File: src/rtl/xadc_pkg.sv
// Shared XADC scheduler definitions: channel/DRP address map, FSM state
// encoding and the raw 16-bit DRP sample type.
package xadc_pkg;

    localparam logic [4:0] CH_TEMP = 5'h00;
    localparam logic [4:0] CH_AUXB = 5'h12;
    localparam logic [4:0] CH_AUXA = 5'h13;

    localparam logic [6:0] ADDR_TEMP = {2'b00, CH_TEMP};
    localparam logic [6:0] ADDR_AUX2 = {2'b00, CH_AUXB};
    localparam logic [6:0] ADDR_AUX3 = {2'b00, CH_AUXA};

    typedef enum logic [1:0] {
        ST_IDLE  = 2'd0,
        ST_ISSUE = 2'd1,
        ST_WAIT  = 2'd2,
        ST_STORE = 2'd3
    } state_e;

    typedef logic [15:0] sample_t;

    function automatic logic is_mapped(input logic [4:0] ch);
        return (ch == CH_TEMP) || (ch == CH_AUXB) || (ch == CH_AUXA);
    endfunction

endpackage

File: src/rtl/xadc_avg4.sv
// Per-channel 4-sample mean: keeps the previous three samples and, on the
// push that brings the history to four, registers (sum of four) >> 2.
module xadc_avg4
    import xadc_pkg::*;
(
    input  logic    clk,
    input  logic    rst,
    input  logic    i_push,
    input  sample_t i_data,
    output sample_t o_avg,
    output logic    o_upd
);

    sample_t     r_s0;
    sample_t     r_s1;
    sample_t     r_s2;
    logic [1:0]  r_cnt;
    sample_t     r_avg;
    logic [17:0] w_sum;

    assign w_sum = 18'(r_s0) + 18'(r_s1) + 18'(r_s2) + 18'(i_data);
    assign o_upd = i_push && (r_cnt == 2'd3);
    assign o_avg = r_avg;

    // sample history, fill count and averaged result
    always_ff @(posedge clk) begin
        if (rst) begin
            r_s0  <= 16'h0000;
            r_s1  <= 16'h0000;
            r_s2  <= 16'h0000;
            r_cnt <= 2'd0;
            r_avg <= 16'h0000;
        end else if (i_push) begin
            r_s2 <= r_s1;
            r_s1 <= r_s0;
            r_s0 <= i_data;
            if (r_cnt != 2'd3) begin
                r_cnt <= r_cnt + 2'd1;
            end
            if (o_upd) begin
                r_avg <= w_sum[17:2];
            end
        end
    end

endmodule

File: src/rtl/xadc_drp_sched.sv
// XADC end-of-conversion driven DRP read scheduler with one-deep pending slot.
// Optional build macro XADC_SCHED_AVG_EN replaces raw results with 4-sample means.
module xadc_drp_sched
    import xadc_pkg::*;
#(
    parameter int TIMEOUT_CYC = 64
) (
    input  logic       DCLK,
    input  logic       RESET,
    input  logic       eoc_in,
    input  logic [4:0] channel_in,
    output logic       drp_den,
    output logic [6:0] drp_daddr,
    output logic       drp_dwe,
    input  sample_t    drp_do,
    input  logic       drp_drdy,
    input  logic       sel,
    output sample_t    temp_out,
    output sample_t    aux_a_out,
    output sample_t    aux_b_out,
    output sample_t    aux_sel_out,
    output logic       sample_valid,
    output logic       busy,
    output logic       ovr_err,
    output logic       tmo_err
);

    localparam int             CW       = $clog2(TIMEOUT_CYC + 1);
    localparam logic [CW-1:0]  TMO_LAST = CW'(TIMEOUT_CYC - 1);

    state_e        r_state;
    state_e        w_state_nxt;
    logic [4:0]    r_chan;
    logic          r_pend;
    logic [4:0]    r_pend_ch;
    logic [CW-1:0] r_tmo_cnt;
    logic          r_den;
    logic          r_busy;
    logic          r_sv;
    logic          r_ovr;
    logic          r_tmo;

    logic w_eoc_mapped;
    logic w_take_pend;
    logic w_take_eoc;
    logic w_accept;
    logic w_tmo;
    logic w_wr_temp;
    logic w_wr_auxa;
    logic w_wr_auxb;
    logic w_sv_set;

    assign w_eoc_mapped = eoc_in && is_mapped(channel_in);
    assign w_accept     = (r_state == ST_WAIT) && drp_drdy;
    assign w_tmo        = (r_state == ST_WAIT) && !drp_drdy && (r_tmo_cnt == TMO_LAST);
    assign w_wr_temp    = w_accept && (drp_daddr == ADDR_TEMP);
    assign w_wr_auxb    = w_accept && (drp_daddr == ADDR_AUX2);
    assign w_wr_auxa    = w_accept && (drp_daddr == ADDR_AUX3);

    // next-state decode; a pending request wins over a fresh EOC in IDLE
    always_comb begin
        w_state_nxt = r_state;
        w_take_pend = 1'b0;
        w_take_eoc  = 1'b0;
        case (r_state)
            ST_IDLE: begin
                if (r_pend) begin
                    w_state_nxt = ST_ISSUE;
                    w_take_pend = 1'b1;
                end else if (w_eoc_mapped) begin
                    w_state_nxt = ST_ISSUE;
                    w_take_eoc  = 1'b1;
                end else begin
                    w_state_nxt = ST_IDLE;
                end
            end
            ST_ISSUE: w_state_nxt = ST_WAIT;
            ST_WAIT: begin
                if (drp_drdy) begin
                    w_state_nxt = ST_STORE;
                end else if (w_tmo) begin
                    w_state_nxt = ST_IDLE;
                end else begin
                    w_state_nxt = ST_WAIT;
                end
            end
            ST_STORE: w_state_nxt = ST_IDLE;
            default:  w_state_nxt = ST_IDLE;
        endcase
    end

    // FSM state register
    always_ff @(posedge DCLK) begin
        if (RESET) begin
            r_state <= ST_IDLE;
        end else begin
            r_state <= w_state_nxt;
        end
    end

    // request capture, pending slot, timeout counter and status flags
    always_ff @(posedge DCLK) begin
        if (RESET) begin
            r_chan    <= 5'h00;
            r_pend    <= 1'b0;
            r_pend_ch <= 5'h00;
            r_tmo_cnt <= '0;
            r_den     <= 1'b0;
            r_busy    <= 1'b0;
            r_sv      <= 1'b0;
            r_ovr     <= 1'b0;
            r_tmo     <= 1'b0;
        end else begin
            if (w_take_pend) begin
                r_chan <= r_pend_ch;
            end else if (w_take_eoc) begin
                r_chan <= channel_in;
            end
            if (w_take_pend) begin
                r_pend    <= w_eoc_mapped;
                r_pend_ch <= w_eoc_mapped ? channel_in : r_pend_ch;
            end else if (w_eoc_mapped && !w_take_eoc) begin
                r_pend    <= 1'b1;
                r_pend_ch <= channel_in;
                if (r_pend) begin
                    r_ovr <= 1'b1;
                end
            end
            r_tmo_cnt <= (r_state == ST_WAIT) ? r_tmo_cnt + CW'(1) : '0;
            if (w_tmo) begin
                r_tmo <= 1'b1;
            end
            r_den  <= (w_state_nxt == ST_ISSUE);
            r_busy <= (w_state_nxt != ST_IDLE);
            r_sv   <= w_sv_set;
        end
    end

`ifdef XADC_SCHED_AVG_EN
    logic w_upd_temp;
    logic w_upd_auxa;
    logic w_upd_auxb;

    xadc_avg4 u_avg_temp (
        .clk    (DCLK),
        .rst    (RESET),
        .i_push (w_wr_temp),
        .i_data (drp_do),
        .o_avg  (temp_out),
        .o_upd  (w_upd_temp)
    );

    xadc_avg4 u_avg_auxa (
        .clk    (DCLK),
        .rst    (RESET),
        .i_push (w_wr_auxa),
        .i_data (drp_do),
        .o_avg  (aux_a_out),
        .o_upd  (w_upd_auxa)
    );

    xadc_avg4 u_avg_auxb (
        .clk    (DCLK),
        .rst    (RESET),
        .i_push (w_wr_auxb),
        .i_data (drp_do),
        .o_avg  (aux_b_out),
        .o_upd  (w_upd_auxb)
    );

    assign w_sv_set = w_upd_temp || w_upd_auxa || w_upd_auxb;
`else
    sample_t r_temp;
    sample_t r_auxa;
    sample_t r_auxb;

    // results land on the WAIT->STORE edge so they are visible during STORE
    always_ff @(posedge DCLK) begin
        if (RESET) begin
            r_temp <= 16'h0000;
            r_auxa <= 16'h0000;
            r_auxb <= 16'h0000;
        end else begin
            if (w_wr_temp) begin
                r_temp <= drp_do;
            end
            if (w_wr_auxa) begin
                r_auxa <= drp_do;
            end
            if (w_wr_auxb) begin
                r_auxb <= drp_do;
            end
        end
    end

    assign temp_out  = r_temp;
    assign aux_a_out = r_auxa;
    assign aux_b_out = r_auxb;
    assign w_sv_set  = w_accept;
`endif

    assign drp_den      = r_den;
    assign drp_daddr    = {2'b00, r_chan};
    assign drp_dwe      = 1'b0;
    assign aux_sel_out  = sel ? aux_a_out : aux_b_out;
    assign sample_valid = r_sv;
    assign busy         = r_busy;
    assign ovr_err      = r_ovr;
    assign tmo_err      = r_tmo;

endmodule

File: config.mk
export PLATFORM = sky130hd
export DESIGN_NAME = xadc_drp_sched
export DESIGN_NICKNAME = d
export VERILOG_FILES = /design/src/rtl/xadc_pkg.sv /design/src/rtl/xadc_avg4.sv /design/src/rtl/xadc_drp_sched.sv
export SDC_FILE = /design/constraint.sdc
export NUM_CORES = 1
export LEC_CHECK = 0
export CAP_MARGIN = 5
export CORE_ASPECT_RATIO = 0.9
export CORE_MARGIN = 4
export CORE_UTILIZATION = 45
export DETAILED_ROUTE_END_ITERATION = 7
export DONT_BUFFER_PORTS = 1
export PLACE_DENSITY_LB_ADDON = 0.2
export SYNTH_ARGS = -nofsm -noshare
export SYNTH_HDL_FRONTEND = slang
export SYNTH_SLANG_ARGS = --single-unit
File: constraint.sdc
create_clock -name DCLK -period 2.55 [get_ports DCLK]
set_clock_uncertainty 0.1 [all_clocks]
set_input_delay 0.765 -clock DCLK [delete_from_list [all_inputs] [get_ports DCLK]]
set_output_delay 0.765 -clock DCLK [all_outputs]
set_load 0.02 [all_outputs]
# [Word-level counts from Yosys, hierarchy flattened]
# Index checks and enable logic that the tools add are counted.
[classes] n_addsub=1 eq_ne=10 n_mux=18 bitwise=2 reduce_logical=21
[ops] op="5-bit two-way mux" count=5
[ops] op="5-bit == test (second input constant)" count=4
[ops] op="16-bit two-way mux" count=1
[ops] op="1-bit two-way mux" count=9
[ops] op="1-bit logical AND" count=8
[ops] op="2-bit case mux with 4 select lines" count=1
[ops] op="7-bit by 1-bit adder with 7-bit output (second input constant)" count=1
[ops] op="7-bit by 6-bit == test with 1-bit output (second input constant)" count=1
[ops] op="7-bit zero test" count=1
[ops] op="2-bit nonzero test" count=3
[ops] op="5-bit zero test" count=1
[ops] op="2-bit by 1-bit == test with 1-bit output (second input constant)" count=2
[ops] op="2-bit == test (second input constant)" count=2
[ops] op="2-bit two-way mux" count=2
[ops] op="3-bit AND reduction" count=1
[ops] op="1-bit zero test" count=2
[ops] op="2-bit zero test" count=1
[ops] op="1-bit logical OR" count=2
[ops] op="2-bit inequality test (second input constant)" count=1
[ops] op="1-bit inverter" count=2
[ops] op="2-bit AND reduction" count=1
[ops] op="2-bit OR reduction" count=1
[totals] ff_bits=73 inputBits=26 output_inout_bits=77

# [Logic depth before layout (Yosys ltp)]
[logic_depth] ltp_word=11 ltp_mapped=6

# [Least setup slack after synthesis]
# No wires, ideal clock.
[synth_timing] path_kind="in2out" start="input sel" end="output aux_sel_out[10]" arrival_ns=1.695 required_time_ns=1.685 slack_ns=-0.010 path_stages=3 n_path_buf=2 path_cell_list="buf_2 > buf_1 > mux2_2"
[synth_via] elab_chain_len=1
[synth_rtl] element="start: declaration" line_no="xadc_drp_sched.sv:17" text="input logic sel,"
[synth_rtl] element="16-bit two-way mux" line_no="xadc_drp_sched.sv:205" text="assign aux_sel_out = sel ? aux_a_out : aux_b_out;"
[synth_rtl] element="end: declaration" line_no="xadc_drp_sched.sv:21" text="output sample_t aux_sel_out,"
# No other way between the ends.

# [Worst setup path after layout]
[layout_timing] start="input sel" end="output aux_sel_out[6]"
# The elaborated chain is that of the path after synthesis.

==> results.ini <==
[run_status]
status=finished, final reports clean

[clock_tree]
clockBufferDepth=2
cts_sinks=73
insertion_delay_ns=0.33
cts_root_buf=clkbuf_8
clk_pin_slew_ns=0.07
postCtsSetupRepairBufs=0
cts-buffers-inserted=9
cts.hold.buffers_added=0
cts_resized=0
cts_tree=yes
htree_levels=3

[drt]
dr.first_iter.drc_count=77
routed-via-count=1956
avgRoutedWirePerCell_um=16.1
avgViaCountPerCell=5.15
drc=0
finalWirelength_um=6130
firstDrtPassIters=4
antenna_left=0

[sta]
period_needed_ns=2.02
slew_viol_final=0
tns_ns=0
whs_ns=0.349
setup_ws_ns=0.533
setup_viol=0
finalCritPeriodShare=0.791
hold_viol=0
fmax_mhz=496
rsz0062_at_grt=false

[global_routing]
antenna_found_initial=0
grt_pass1_wl_um=9890
grt_max_degree=66
overflow=0
grt_pass1_vias=1997
grt_usage=0.158

[synth]
synth_common_cells=73 x dfxtp_1, 73 x nor2_1, 56 x mux2i_1, 16 x mux2_2, 10 x a21oi_1
synth_largest_area_cell=dfxtp_1
ys_seq_area_frac=0.487
synth_edf_count=0
synth_cell_types=36
syn_area_um2=3000
ys_ff_latch=73
ys_top_cells_by_area=dfxtp_1 49%, mux2i_1 19%, nor2_1 9.1%, mux2_2 6.0%, nand4_4 2.1%
synth_warnings=0
async_flop_share=0
synth.avg_cell_area_um2=10.3
synth_top_area_share=0.487
synthFlopType=dfxtp_1
synth_cells=292

[critical_path]
crit_path_start_kind=input port
slowest_delay_ns=0.38
path_cells=mux2_2
path_class=input port to output pin
cp_top_family=multiplexers
critPathBufInv=0
arrival_ns=1.15
cp.required_ns=1.69
crit_path_top_delay_cell=mux2_2
end_kind=output pin
path_max_fanout=16

[layout]
nets=316
stdcell_count=380
syn2layout_area_growth_pct=7.34
drive_gt1_frac=0.133
num_antenna_cells=0
fillers=577
multi_input_area_um2=1430
seq_area_um2=1460

[die]
top_level_ports=103
die_width_um=94.1
die_h_um=85.5
std_cell_rows=27
core_area_um2=6280
initial_core_util=0.478
die_area_um2=8040

[placed_design]
gp_congestion=0.677
dp_cells=365
dp_hpwl_um=4230
place_ws_ns=0.439
portBuffers=0

[pwr]
total_power_mw=2.09
power_density_nw_per_um2=650
vdd_drop_max_uv=408
cellLeakagePower_nw=1.53

[job]
drv_cap=0

[hold_path]
hold_path_class=flop to flop

-- stage by stage --
| step | cell area [µm²] | util |
|---|---|---|
| floorplan | 3010 | - |
| global placement | 3030 | 0.481 |
| detailed placement | 3030 | 0.481 |
| CTS | 3220 | 0.513 |
| global route | 3220 | 0.513 |
| finish | 3220 | 0.513 |
-- final cells by class --
cell class | count | share of cell area
Multi-Input combinational cell | 201 | 0.445
Timing Repair Buffer | 2 | 0.00466
Tap cell | 87 | 0.0338
Sequential cell | 73 | 0.454
Clock buffer | 13 | 0.0493
Clock inverter | 2 | 0.0117
Inverter | 2 | 0.00233
-- report_power, final --
group	leakage [nW]	internal (mW)	switching, mW
combinational	0.843	0.0216	0.0245
sequential	0.588	1.15	0.0129
clock	0.0957	0.501	0.387
-- flip-flops by register name, indices dropped and copies added, names as in the netlist, 2 cells and up --
name	flops
r_state	2
r_pend_ch	5
r_chan	5
temp_out	16
r_tmo_cnt	7
aux_a_out	16
aux_b_out	16
-- final timing paths --
path | from | to | slack [ns] | cells past startpoint
max | sel | aux_sel_out[6] | 0.53 | 1
min | r_tmo_cnt[0]$_SDFF_PP0_ | r_tmo_cnt[0]$_SDFF_PP0_ | 0.35 | 1
min reg2reg | r_tmo_cnt[0]$_SDFF_PP0_ | r_tmo_cnt[0]$_SDFF_PP0_ | 0.35 | 1
max reg2reg | r_chan[2]$_SDFFE_PP0P_ | temp_out[3]$_SDFFE_PP0P_ | 0.79 | 4
-- placed cells by master (no fill, tap or decap), types with 2 or more instances in the layout --
cell      netlist  final
nand3_1         3      3
nand2b_1        2      2
a21o_1          5      5
nand2_1         4      4
buf_4           4      2
conb_1          1      3
clkbuf_8        0     11
dfxtp_1        73     73
a21oi_1        10     10
nor3b_1         2      2
inv_1           2      2
nor2b_1         2      2
nor2_1         73     73
mux2i_1        56     56
mux2_2         16     16
and2_1          3      3
clkbuf_1        8      2
nand4_4         3      3
o21ai_0         2      2
xor2_1          3      3
-- cells by family after synthesis --
family,count (synthesis),share of synthesized area
compound gates,22,0.0500
xor+xnor,4,0.0117
fa+ha+maj,1,0.00417
buf+inv,20,0.0383
flops,73,0.487
mux,72,0.247
other cells,1,0.00125
simple gates,99,0.161
-- metal layers --
metal,GRT usage,wire (µm)
met1,0.197,2790
met2,0.240,2810
met3,0.0647,491
met4,0.0630,44
met5,0,0
(Power assumes the default switching activity.)
